<file path="src/rtl/config_chain_loader.sv">
// Word stream to serial CGRA config chain: 1 cycle from word accept to first shift, one idle cycle per word boundary.
// word_ready depends only on state and abort, never on word_valid. Define CFG_READBACK_CHECK_EN for the CRC readback pass.
module config_chain_loader #(
   parameter int CHAIN_LEN = 4,
   parameter int WORD_W    = 32
) (
   input  logic              Config_Clock,
   input  logic              Config_Reset,
   input  logic              start,
   input  logic              abort,
   input  logic [WORD_W-1:0] word_in,
   input  logic              word_valid,
   output logic              word_ready,
   output logic              cfg_out,
   output logic              cfg_shift_en,
   input  logic              cfg_tail_in,
   output logic              busy,
   output logic              done,
   output logic              crc_err
);
   localparam int CW = $clog2(CHAIN_LEN + 1);
   localparam int BW = $clog2(WORD_W + 1);

   typedef enum logic [2:0] {
      S_IDLE, S_FETCH, S_SHIFT, S_VERIFY, S_DONE
   } state_t;

   state_t            state_q, state_d;
   logic [WORD_W-1:0] sreg_q, sreg_d;
   logic [CW-1:0]     bit_cnt_q, bit_cnt_d;
   logic [BW-1:0]     rem_q, rem_d;
   logic [31:0]       chain_left;
   logic [BW-1:0]     word_bits;

   // The final word may carry more bits than the chain still needs; the excess is never shifted.
   assign chain_left = 32'(CHAIN_LEN) - 32'(bit_cnt_q);
   assign word_bits  = (chain_left < 32'(WORD_W)) ? BW'(chain_left) : BW'(WORD_W);

`ifdef CFG_READBACK_CHECK_EN
   logic [15:0] crc_a_q, crc_a_d, crc_b_q, crc_b_d;
   logic        crc_err_q, crc_err_d;

   function automatic logic [15:0] crc16_step(input logic [15:0] crc, input logic din);
      crc16_step = {crc[14:0], 1'b0} ^ (((crc[15] ^ din) == 1'b1) ? 16'h1021 : 16'h0000);
   endfunction

   assign crc_err = crc_err_q;
`else
   logic unused_tail;
   assign unused_tail = cfg_tail_in;
   assign crc_err     = 1'b0;
`endif

   assign busy = (state_q == S_FETCH) || (state_q == S_SHIFT) || (state_q == S_VERIFY);
   assign done = (state_q == S_DONE);

   always_comb begin
      state_d      = state_q;
      sreg_d       = sreg_q;
      bit_cnt_d    = bit_cnt_q;
      rem_d        = rem_q;
      word_ready   = 1'b0;
      cfg_shift_en = 1'b0;
      cfg_out      = 1'b0;
`ifdef CFG_READBACK_CHECK_EN
      crc_a_d      = crc_a_q;
      crc_b_d      = crc_b_q;
      crc_err_d    = crc_err_q;
`endif
      if (abort) begin
         // Abort also suppresses the shift and the handshake of the current cycle.
         state_d = S_IDLE;
`ifdef CFG_READBACK_CHECK_EN
         if (state_q == S_VERIFY) crc_err_d = 1'b0;
`endif
      end else begin
         case (state_q)
            S_IDLE, S_DONE: begin
               if (start) begin
                  state_d   = S_FETCH;
                  bit_cnt_d = '0;
`ifdef CFG_READBACK_CHECK_EN
                  crc_a_d   = 16'hFFFF;
                  crc_b_d   = 16'hFFFF;
                  crc_err_d = 1'b0;
`endif
               end
            end
            S_FETCH: begin
               word_ready = 1'b1;
               if (word_valid) begin
                  sreg_d  = word_in;
                  rem_d   = word_bits;
                  state_d = S_SHIFT;
               end
            end
            S_SHIFT: begin
               cfg_shift_en = 1'b1;
               cfg_out      = sreg_q[0];
               sreg_d       = sreg_q >> 1;
               bit_cnt_d    = bit_cnt_q + CW'(1);
               rem_d        = rem_q - BW'(1);
`ifdef CFG_READBACK_CHECK_EN
               crc_a_d      = crc16_step(crc_a_q, sreg_q[0]);
`endif
               if (rem_q == BW'(1)) begin
                  if (bit_cnt_q == CW'(CHAIN_LEN - 1)) begin
`ifdef CFG_READBACK_CHECK_EN
                     state_d   = S_VERIFY;
                     bit_cnt_d = '0;
`else
                     state_d   = S_DONE;
`endif
                  end else begin
                     state_d = S_FETCH;
                  end
               end
            end
`ifdef CFG_READBACK_CHECK_EN
            S_VERIFY: begin
               // Tail fed back into the head: after CHAIN_LEN cycles the chain is restored.
               cfg_shift_en = 1'b1;
               cfg_out      = cfg_tail_in;
               bit_cnt_d    = bit_cnt_q + CW'(1);
               crc_b_d      = crc16_step(crc_b_q, cfg_tail_in);
               if (bit_cnt_q == CW'(CHAIN_LEN - 1)) begin
                  state_d   = S_DONE;
                  crc_err_d = (crc_b_d != crc_a_q);
               end
            end
`endif
            default: state_d = S_IDLE;
         endcase
      end
   end

   always_ff @(posedge Config_Clock or negedge Config_Reset) begin
      if (!Config_Reset) begin
         state_q   <= S_IDLE;
         sreg_q    <= '0;
         bit_cnt_q <= '0;
         rem_q     <= '0;
`ifdef CFG_READBACK_CHECK_EN
         crc_a_q   <= 16'hFFFF;
         crc_b_q   <= 16'hFFFF;
         crc_err_q <= 1'b0;
`endif
      end else begin
         state_q   <= state_d;
         sreg_q    <= sreg_d;
         bit_cnt_q <= bit_cnt_d;
         rem_q     <= rem_d;
`ifdef CFG_READBACK_CHECK_EN
         crc_a_q   <= crc_a_d;
         crc_b_q   <= crc_b_d;
         crc_err_q <= crc_err_d;
`endif
      end
   end

endmodule

</file>
<file path="config.mk">
export PLATFORM = sky130hd
export DESIGN_NAME = config_chain_loader
export DESIGN_NICKNAME = d
export VERILOG_FILES = /design/src/rtl/config_chain_loader.sv
export SDC_FILE = /design/constraint.sdc
export NUM_CORES = 1
export LEC_CHECK = 0
export ABC_AREA = 1
export BUFFER_PORTS_ARGS = -buffer_cell sky130_fd_sc_hd__buf_4
export CORE_UTILIZATION = 50
export DETAILED_ROUTE_END_ITERATION = 6
export PLACE_DENSITY = 0.8
export SYNTH_ARGS = -nofsm -noshare
export SYNTH_HDL_FRONTEND = slang
export SYNTH_SLANG_ARGS = --single-unit
</file>
<file path="constraint.sdc">
create_clock -name Config_Clock -period 1.5 [get_ports Config_Clock]
set_clock_uncertainty 0.15 [all_clocks]
set_input_delay 0.225 -clock Config_Clock [delete_from_list [all_inputs] [get_ports Config_Clock]]
set_output_delay 0.225 -clock Config_Clock [all_outputs]
set_load 0.01 [all_outputs]
</file>
==> results.py, run 1 <==
metrics = {
    "layout": {
        "finish.instance_area_um2": 3501,
        "antenna_cells": 0,
        "final_nets": 433,
        "drive_gt1_share_pct": 39.13,
        "area_delta_synth_final_pct": 45.88,
    },
    "timing": {
        "fin_ws_ns": -0.2421,
        "slew_headroom_pct": 63.13,
        "worstMarginPinSlew_ns": 0.5531,
        "slew_violations": 0,
        "rsz0062_at_grt": "yes",
        "hold_violations": 0,
        "timing.hold.ws_ns": 0.02839,
        "fin_crit_sh_pct": 116.1,
        "fin_crit_ns": 1.742,
        "setup_viol": 44,
        "tns_ns": -7.027,
        "fmax_mhz": 574.0,
    },
    "setup_path": {
        "cp_max_fo": 50,
        "critPathKind": "reg2reg",
        "reg2reg_depth": 7,
        "cp-start-kind": "flop",
        "crit_arrival_ns": 1.82,
        "rrSetupSlack_ns": -0.24,
        "worstSetupEndpointType": "flop",
        "timing.rr.start": "state_q[0]$_DFFE_PN0P_",
        "r2r-end": "sreg_q[20]$_DFFE_PN0P_",
        "critical_path.startpoint": "state_q[0]$_DFFE_PN0P_",
        "endpoint": "sreg_q[20]$_DFFE_PN0P_",
        "crit_required_ns": 1.58,
    },
    "logic_synthesis": {
        "ys_ff_latch": 44,
        "synth_cell_types": 22,
        "syn_nets": 370,
        "synth.most_common_cell": "nand2_1",
        "synthesis.area_um2": 2400,
        "synth_common_cells": "nand2_1, inv_1, dfrtp_1",
        "postSynthCellCount": 327,
        "async_flop_share_pct": 100.0,
        "syn_avg_cell_area_um2": 7.339,
        "yosys_warnings": 0,
        "synth_area_leaders": "dfrtp_1, nand2_1, o21ai_0",
        "yosysSeqAreaShare_pct": 45.88,
        "synth_top_area_cell": "dfrtp_1",
        "synth_edf_count": 0,
        "synth_top_area_share_pct": 45.88,
        "ys.flop_type": "dfrtp_1",
    },
    "status": {
        "status": "complete, but fails checks",
        "failed_checks": "DRC, setup timing",
    },
    "floorplan": {
        "die_x_um": 71.28,
        "placementRows": 24,
        "core_um2": 4474,
        "die_area_um2": 5081,
        "start_util_pct": 53.64,
        "io_pins": 44,
        "die_y_um": 71.28,
    },
    "clocking": {
        "cts_buffers": 5,
        "cts_max_level": 2,
        "clk_pin_slew_ns": 0.09,
        "cts.sinks": 44,
        "tritoncts": "built",
        "clk_latency_ns": 0.30,
        "clock_path_buffers": 2,
        "root_buffer": "clkbuf_8",
    },
    "grt": {
        "antenna_found_initial": 0,
        "grt_pass1_vias": 2033,
        "grt_usage_pct": 21.90,
        "grt_overflow": 0,
        "grt_max_degree": 51,
        "grt_pass1_wl_um": 8707,
    },
    "power": {
        "leakagePower_uw": 0.001789,
        "power_density_nw_per_um2": 1749,
        "ir_worst_vdd_mv": 1.041,
    },
    "place": {
        "dp_hpwl_um": 3182,
        "portBuffers": 41,
        "gp_congestion": 0.8141,
        "dp_worst_setup_slack_ns": -0.07446,
        "place_area_um2": 2813,
    },
    "min_path": {
        "hold_class": "in2reg",
    },
    "routing": {
        "drtAntennaViolNets": 0,
        "via_count": 2344,
        "drc": 2,
        "wl_per_cell_um": 13.76,
        "via_per_inst": 5.291,
        "drt_iter0_drc": 159,
        "firstDrtPassIters": 6,
        "wirelength_um": 6094,
    },
    "run": {
        "cap_violations": 0,
    },
}
worst max-delay path, cell delays in order, from the launching register on:
cell and delay [ns]:
dfrtp_1 0.44, nor2_4 0.15, nand2_4 0.08, buf_6 0.14, buf_12 0.17, o21ai_0 0.39, nand2_4 0.09, o21ai_2 0.07
state kept, by name, indices dropped and copies added (netlist names):
name       count
state_q        3
bit_cnt_q      3
rem_q          6
sreg_q        32
kinds of logic after synthesis:
logic type / count (synthesis) / synth area share, %
flops: 44 / 45.88
buf+inv: 70 / 13.24
xor+xnor: 1 / 0.3650
simple gates: 133 / 22.37
other cells: 1 / 0.1563
compound gates: 73 / 15.38
fa+ha+maj: 5 / 2.607
per-stage QoR:
| stage | total power (uW) | utilization [%] | cells |
|---|---|---|---|
| floorplan | 3512 | - | 327 |
| global placement | 3981 | 62.86 | 418 |
| detailed placement | 4065 | 62.86 | 418 |
| CTS | 5327 | 69.07 | 435 |
| global route | 6590 | 78.24 | 443 |
| finish | 6123 | 78.24 | 443 |
timing repair:
| item | 4_1_cts | 5_1_grt |
|---|---|---|
| hold buffers | 1 | 0 |
| setup buffers | 8 | 3 |
| resized for setup | 28 | 82 |
| endpoints found under the hold margin | 44 | 0 |
| pin swaps | 8 | 7 |
| gates cloned | 1 | 5 |
| setup endpoints to repair | 41 | 49 |
metal layers:
layer	vias up	GRT usage [%]	routed length (um)	part of all wire, %
met5	-	0	0	0
li1	1146	-	-	-
met1	1128	26.94	2562	42
met3	14	5.204	205	3.4
met2	56	36.61	3186	52
met4	0	10.22	140	2.3
how the worst min path moves through the flow:
stage	from	endpoint	slack [ns]	cells past startpoint
global route	word_in[31]	sreg_q[31]$_DFFE_PN0P_	0.04	3
CTS	word_in[31]	sreg_q[31]$_DFFE_PN0P_	0.04	3
detailed placement	Config_Reset	sreg_q[21]$_DFFE_PN0P_	0.1	1
floorplan	Config_Reset	bit_cnt_q[0]$_DFFE_PN0P_	-0.22	0
global placement	Config_Reset	sreg_q[22]$_DFFE_PN0P_	0.10	1
finish	word_in[31]	sreg_q[31]$_DFFE_PN0P_	0.03	3
final cells by class:
| cell class | count | area [um2] |
|---|---|---|
| clock buffer | 7 | 96.34 |
| sequential | 44 | 1102 |
| multi-input combinational | 213 | 1255 |
| tap | 52 | 65.06 |
| timing repair buffer | 72 | 729.5 |
| inverter | 54 | 222.7 |
| clock inverter | 1 | 30.03 |
| fill | 309 | 973.4 |
where the power goes:
part           total [uW]  leakage, uW  internal (uW)  switching, uW
clock network         994    0.0000645            588            407
logic                3170      0.00117           1390           1780
registers            1960     0.000556           1710            251
total                6120      0.00179           3690           2440
cell usage in the layout, fill, tap and decap left out:
master	netlist	routed
nand2_1	99	65
buf_4	3	49
inv_1	51	46
dfrtp_1	44	43
o21ai_0	39	34
nand2_2	1	25
o21ai_1	30	19
o21ai_2	0	16
buf_6	5	13
nand2_4	0	10
nand3_1	12	10
nor2_1	15	8
clkbuf_8	0	7
nor2_4	0	6
inv_2	3	5
clkbuf_16	0	5
ha_1	5	4
buf_12	0	4
nor2_2	2	3
o22ai_1	3	3
nand3_4	0	2
nand4_1	2	2
inv_4	0	1
nand3_2	1	1
clkinv_8	0	1
inv_6	0	1
nand3b_1	1	1
a21oi_2	0	1
xnor2_1	1	1
ha_2	0	1
conb_1	1	1
bufinv_16	0	1
dlygate4sd3_1	0	1
dfrtp_2	0	1
(Power assumes the default switching activity.)
==> run 2: changes to the inputs <==
REMOVE_ABC_BUFFERS = 1   (was default)
SETUP_SLACK_MARGIN = 0.05   (was default)
==> run 2 against run 1 <==
The flow finishes with violations (setup timing). Cell count grew 1.1%. Wire length shrank 1.2%. Design area shrank 2.7%. Sequential cell count is the same. Sequential share of layout area grew 0.88 points. Critical path type unchanged. Critical endpoint is now sreg_q[26]$_DFFE_PN0P_. Largest power group unchanged.
==> results.py, run 2 (synthesis results as in run 1) <==
metrics = {
    "grt": {
        "antenna_found_initial": 0,
        "grt_pass1_vias": 2028,
        "grt_overflow": 0,
        "grt_pass1_wl_um": 9094,
        "grt_max_degree": 45,
        "grt_usage_pct": 22.93,
    },
    "routing": {
        "via_per_inst": 5.176,
        "drc": 0,
        "wirelength_um": 6023,
        "via_count": 2319,
        "drt_iter0_drc": 248,
        "firstDrtPassIters": 5,
        "wl_per_cell_um": 13.44,
        "drtAntennaViolNets": 0,
    },
    "power": {
        "comb_power_share_pct": 53.0,
        "leakagePower_uw": 0.001784,
        "ir_worst_vdd_mv": 0.9793,
        "p_sw_uw": 2347,
        "clkPwrFrac_pct": 13.6,
        "power_uw": 5888,
        "intPower_uw": 3541,
        "power_frac_seq_pct": 33.4,
        "power_density_nw_per_um2": 1729,
        "p_sw_share_pct": 39.86,
    },
    "status": {
        "failed_checks": "setup timing",
        "status": "complete, but fails checks",
    },
    "place": {
        "dp_hpwl_um": 3137,
        "gp_congestion": 0.8028,
        "portBuffers": 41,
        "dp_cells": 416,
    },
    "layout": {
        "largest_reg_flops": 32,
        "drive_gt1_share_pct": 32.32,
        "final_nets": 439,
        "area_delta_synth_final_pct": 41.92,
        "layout_common_cells": "nand2_1, buf_4, inv_1",
        "final_util_pct": 76.12,
        "multiInputGateArea_um2": 1135,
        "reg_top3": "sreg_q (32), rem_q (6)",
        "nFillCells": 330,
        "seqCellArea_um2": 1102,
        "top_register": "sreg_q",
        "final_common_cell": "nand2_1",
        "antenna_cells": 0,
        "stdcell_count": 448,
    },
    "min_path": {
        "hold_depth": 3,
        "hold_class": "in2reg",
    },
    "run": {
        "cap_violations": 0,
    },
    "floorplan": {
        "die_area_um2": 5081,
        "io_pins": 44,
        "core_um2": 4474,
        "die_y_um": 71.28,
        "start_util_pct": 53.64,
        "die_x_um": 71.28,
        "placementRows": 24,
    },
    "clocking": {
        "cts_max_level": 2,
        "cts_buffers": 5,
        "clk_pin_slew_ns": 0.08,
        "cts.sinks": 44,
        "tritoncts": "built",
        "clk_latency_ns": 0.30,
        "clock_path_buffers": 2,
        "root_buffer": "clkbuf_8",
    },
    "setup_path": {
        "crit_arrival_ns": 1.84,
        "critPathKind": "reg2reg",
        "crit_required_ns": 1.57,
        "worstSetupEndpointType": "flop",
        "cp_max_fo": 6,
        "cp-start-kind": "flop",
        "reg2reg_depth": 10,
    },
    "timing": {
        "worstMarginPinSlew_ns": 0.5596,
        "fmax_mhz": 565.9,
        "slew_violations": 0,
        "fin_crit_ns": 1.767,
        "tns_ns": -7.863,
        "hold_violations": 0,
        "fin_crit_sh_pct": 117.8,
        "rsz0062_at_grt": "yes",
        "fin_ws_ns": -0.2671,
        "slew_headroom_pct": 62.69,
        "setup_viol": 45,
    },
}
==> run 2: worst max-delay path, stage by stage (launching register included) <==
cell and delay, ns:
dfrtp_1 0.41, buf_6 0.15, buf_6 0.09, inv_2 0.02
nor2_1 0.09, nand3_1 0.13, nand3_4 0.15, clkinv_8 0.10
buf_6 0.13, buf_6 0.13, o21ai_1 0.14
==> run 2: layer usage <==
metal / global-route usage (%) / vias up / share of wire (%)
met1: 29.21 / 1058 / 43
met2: 38.73 / 86 / 48
met3: 5.204 / 21 / 6.0
met4: 7.778 / 0 / 2.7
li1: - / 1154 / -
met5: 0 / - / 0
==> run 2: final cells by class <==
| cell class | count | area share, % |
|---|---|---|
| multi-input combinational | 213 | 33.32 |
| tap | 52 | 1.910 |
| timing repair buffer | 78 | 22.96 |
| sequential | 44 | 32.37 |
| clock buffer | 7 | 2.829 |
| inverter | 54 | 6.613 |
==> run 2: metrics by stage <==
stage	cell area, um2	hold WS, ns	setup slack, ns
3_5_place_dp	2810	0.1043	-0.09699
4_1_cts	3075	0.06188	-0.1933
3_3_place_gp	2810	0.1039	-0.03254
6_report	3406	0.07429	-0.2671
5_1_grt	3406	0.08968	-0.3793
2_1_floorplan	2285	-0.2206	-0.9176
==> run 2: power groups by stage <==
stage          registers (uW)  clock network [uW]  logic (uW)
5_1_grt                  2020                 861        3470
6_report                 1970                 801        3120
2_1_floorplan            1900                   0        1430
3_5_place_dp             1960                   0        2130
3_3_place_gp             1940                   0        2050
4_1_cts                  1930                 815        2450
==> run 2: path summary, 6_finish.rpt <==
check,startpoint,to,slack (ns)
worst max-delay path,state_q[0]$_DFFE_PN0P_,sreg_q[26]$_DFFE_PN0P_,-0.27
worst min-delay path,abort,bit_cnt_q[2]$_DFFE_PN0P_,0.07
worst max register to register,state_q[0]$_DFFE_PN0P_,sreg_q[26]$_DFFE_PN0P_,-0.27
worst min register to register,rem_q[1]$_DFFE_PN0P_,rem_q[1]$_DFFE_PN0P_,0.37
max in group asynchronous,Config_Reset,state_q[2]$_DFFE_PN0P_,0.47
min in group asynchronous,Config_Reset,sreg_q[21]$_DFFE_PN0P_,0.31
==> run 2: timing repair <==
item / 4_1_cts / 5_1_grt
setup buffers: 10 / 8
pin swaps: 1 / 6
endpoints found under the hold margin: 44 / 0
gates resized for setup: 10 / 64
gates cloned: 2 / 4
endpoints found under the setup margin: 46 / 49
hold buffers: 1 / 0
==> run 3: changes to the inputs <==
PLACE_DENSITY = 0.74   (was 0.8)
==> run 3 against run 2 <==
The flow finishes with violations (DRC, setup timing). Critical path depth down 5. Largest cell class is now sequential cells. Clock power down 13%. First-iteration DRC count down 74%. Count of clock-buffer cells in the layout down 1.
==> results.py, run 3 (synthesis results as in run 1) <==
metrics = {
    "status": {
        "status": "complete, but fails checks",
        "failed_checks": "DRC, setup timing",
    },
    "routing": {
        "via_count": 2217,
        "firstDrtPassIters": 6,
        "drc": 2,
        "wl_per_cell_um": 12.11,
        "drtAntennaViolNets": 0,
        "drt_iter0_drc": 65,
        "via_per_inst": 5.062,
        "wirelength_um": 5302,
    },
    "layout": {
        "finish.instance_area_um2": 3259,
        "area_delta_synth_final_pct": 35.82,
        "final_common_cell": "nand2_1",
        "reg_top3": "sreg_q (32), rem_q (6)",
        "drive_gt1_share_pct": 25.65,
        "stdcell_count": 438,
        "top_register": "sreg_q",
        "antenna_cells": 0,
        "largest_reg_flops": 32,
        "layout_common_cells": "nand2_1, buf_4, inv_1",
        "final_util_pct": 72.85,
        "final_nets": 429,
    },
    "min_path": {
        "hold_class": "in2reg",
        "hp-start": "word_in[31]",
        "hold_depth": 3,
        "hold_end": "sreg_q[31]$_DFFE_PN0P_",
    },
    "timing": {
        "worstMarginPinSlew_ns": 0.5370,
        "fmax_mhz": 591.6,
        "fin_ws_ns": -0.1903,
        "fin_crit_ns": 1.690,
        "rsz0062_at_grt": "yes",
        "slew_violations": 0,
        "slew_headroom_pct": 64.20,
        "fin_crit_sh_pct": 112.7,
        "tns_ns": -5.713,
        "hold_violations": 0,
        "setup_viol": 45,
    },
    "clocking": {
        "clk_pin_slew_ns": 0.08,
        "cts_max_level": 2,
        "root_buffer": "clkbuf_8",
        "clk_latency_ns": 0.29,
        "tritoncts": "built",
        "cts.sinks": 44,
        "cts_buffers": 5,
        "clock_path_buffers": 2,
    },
    "grt": {
        "grt_max_degree": 45,
        "grt_overflow": 0,
        "grt_pass1_wl_um": 9114,
        "grt_pass1_vias": 2111,
        "grt_usage_pct": 22.85,
        "antenna_found_initial": 0,
    },
    "power": {
        "intPower_uw": 3356,
        "clkPwrFrac_pct": 12.7,
        "power_density_nw_per_um2": 1681,
        "p_sw_uw": 2123,
        "power_uw": 5479,
        "comb_power_share_pct": 51.5,
        "p_sw_share_pct": 38.74,
        "ir_worst_vdd_mv": 0.7306,
        "power_frac_seq_pct": 35.8,
        "leakagePower_uw": 0.001679,
    },
    "setup_path": {
        "cp-start-kind": "flop",
        "timing.rr.start": "state_q[2]$_DFFE_PN0P_",
        "crit_arrival_ns": 1.32,
        "rrSetupSlack_ns": -0.16,
        "crit_required_ns": 1.12,
        "worstSetupEndpointType": "output pin",
        "r2r-end": "sreg_q[30]$_DFFE_PN0P_",
        "cp_max_fo": 4,
        "critPathKind": "reg2out",
        "critical_path.startpoint": "state_q[2]$_DFFE_PN0P_",
        "reg2reg_depth": 9,
    },
    "place": {
        "gp_congestion": 0.8273,
        "place_area_um2": 2823,
        "dp_hpwl_um": 3208,
        "dp_cells": 416,
        "portBuffers": 41,
    },
    "run": {
        "cap_violations": 0,
    },
    "floorplan": {
        "die_area_um2": 5081,
        "placementRows": 24,
        "start_util_pct": 53.64,
        "die_x_um": 71.28,
        "io_pins": 44,
        "core_um2": 4474,
        "die_y_um": 71.28,
    },
}
## run 3: routing by layer
metal  global-route usage, %  up-vias  wire length [um]
met5                       0        -                 0
met4                   8.889        0               106
met3                   5.485       12               204
met2                   38.73       46              2628
met1                   28.37     1026              2362
li1                        -     1133                 -
## run 3: final cells by class
type                    instances  area (um2)
multi-input cells             213        1061
well taps                      52       65.06
flip-flops and latches         44        1104
clock buffers                   6       72.57
clock inverters                 1       5.005
inverters                      54       227.7
fillers                       339        1215
repair buffers                 68       724.4
## run 3: power groups by stage
stage / Sequential (uW) / Combinational [uW] / Clock [uW]
after detailed placement: 1960 / 2140 / 0
after CTS: 1950 / 2660 / 712
after global placement: 1940 / 2070 / 0
final: 1960 / 2820 / 694
after global routing: 2020 / 3170 / 764
after floorplan: 1900 / 1430 / 0
## run 3: worst max path at each step
stage	end	slack, ns	cells past startpoint
global placement	sreg_q[17]$_DFFE_PN0P_	-0.03	8
detailed placement	sreg_q[27]$_DFFE_PN0P_	-0.09	8
finish	cfg_shift_en	-0.19	5
floorplan	sreg_q[30]$_DFFE_PN0P_	-0.92	6
global route	cfg_out	-0.26	6
CTS	cfg_shift_en	-0.19	5
## run 3: timing repair
item | 4_1_cts | 5_1_grt
hold endpoints to repair | 44 | 0
gates resized for setup | 31 | 33
hold buffers | 1 | 0
endpoints found under the setup margin | 46 | 49
pin swaps | 4 | 6
cloned | 5 | 0
buffers inserted | 8 | 2
## run 3: worst max-delay path, stage by stage (launching register included)
cell,delay [ns]
dfrtp_2,0.44
nor2_4,0.15
nand2_4,0.09
nor2_4,0.10
buf_4,0.14
buf_4,0.11
## run 3: stage by stage
stage	hold WS [ns]	setup slack, ns
2_1_floorplan	-0.2206	-0.9176
3_3_place_gp	0.1033	-0.03190
3_5_place_dp	0.1048	-0.09271
4_1_cts	0.04296	-0.1919
5_1_grt	0.06201	-0.2593
6_report	0.03313	-0.1903
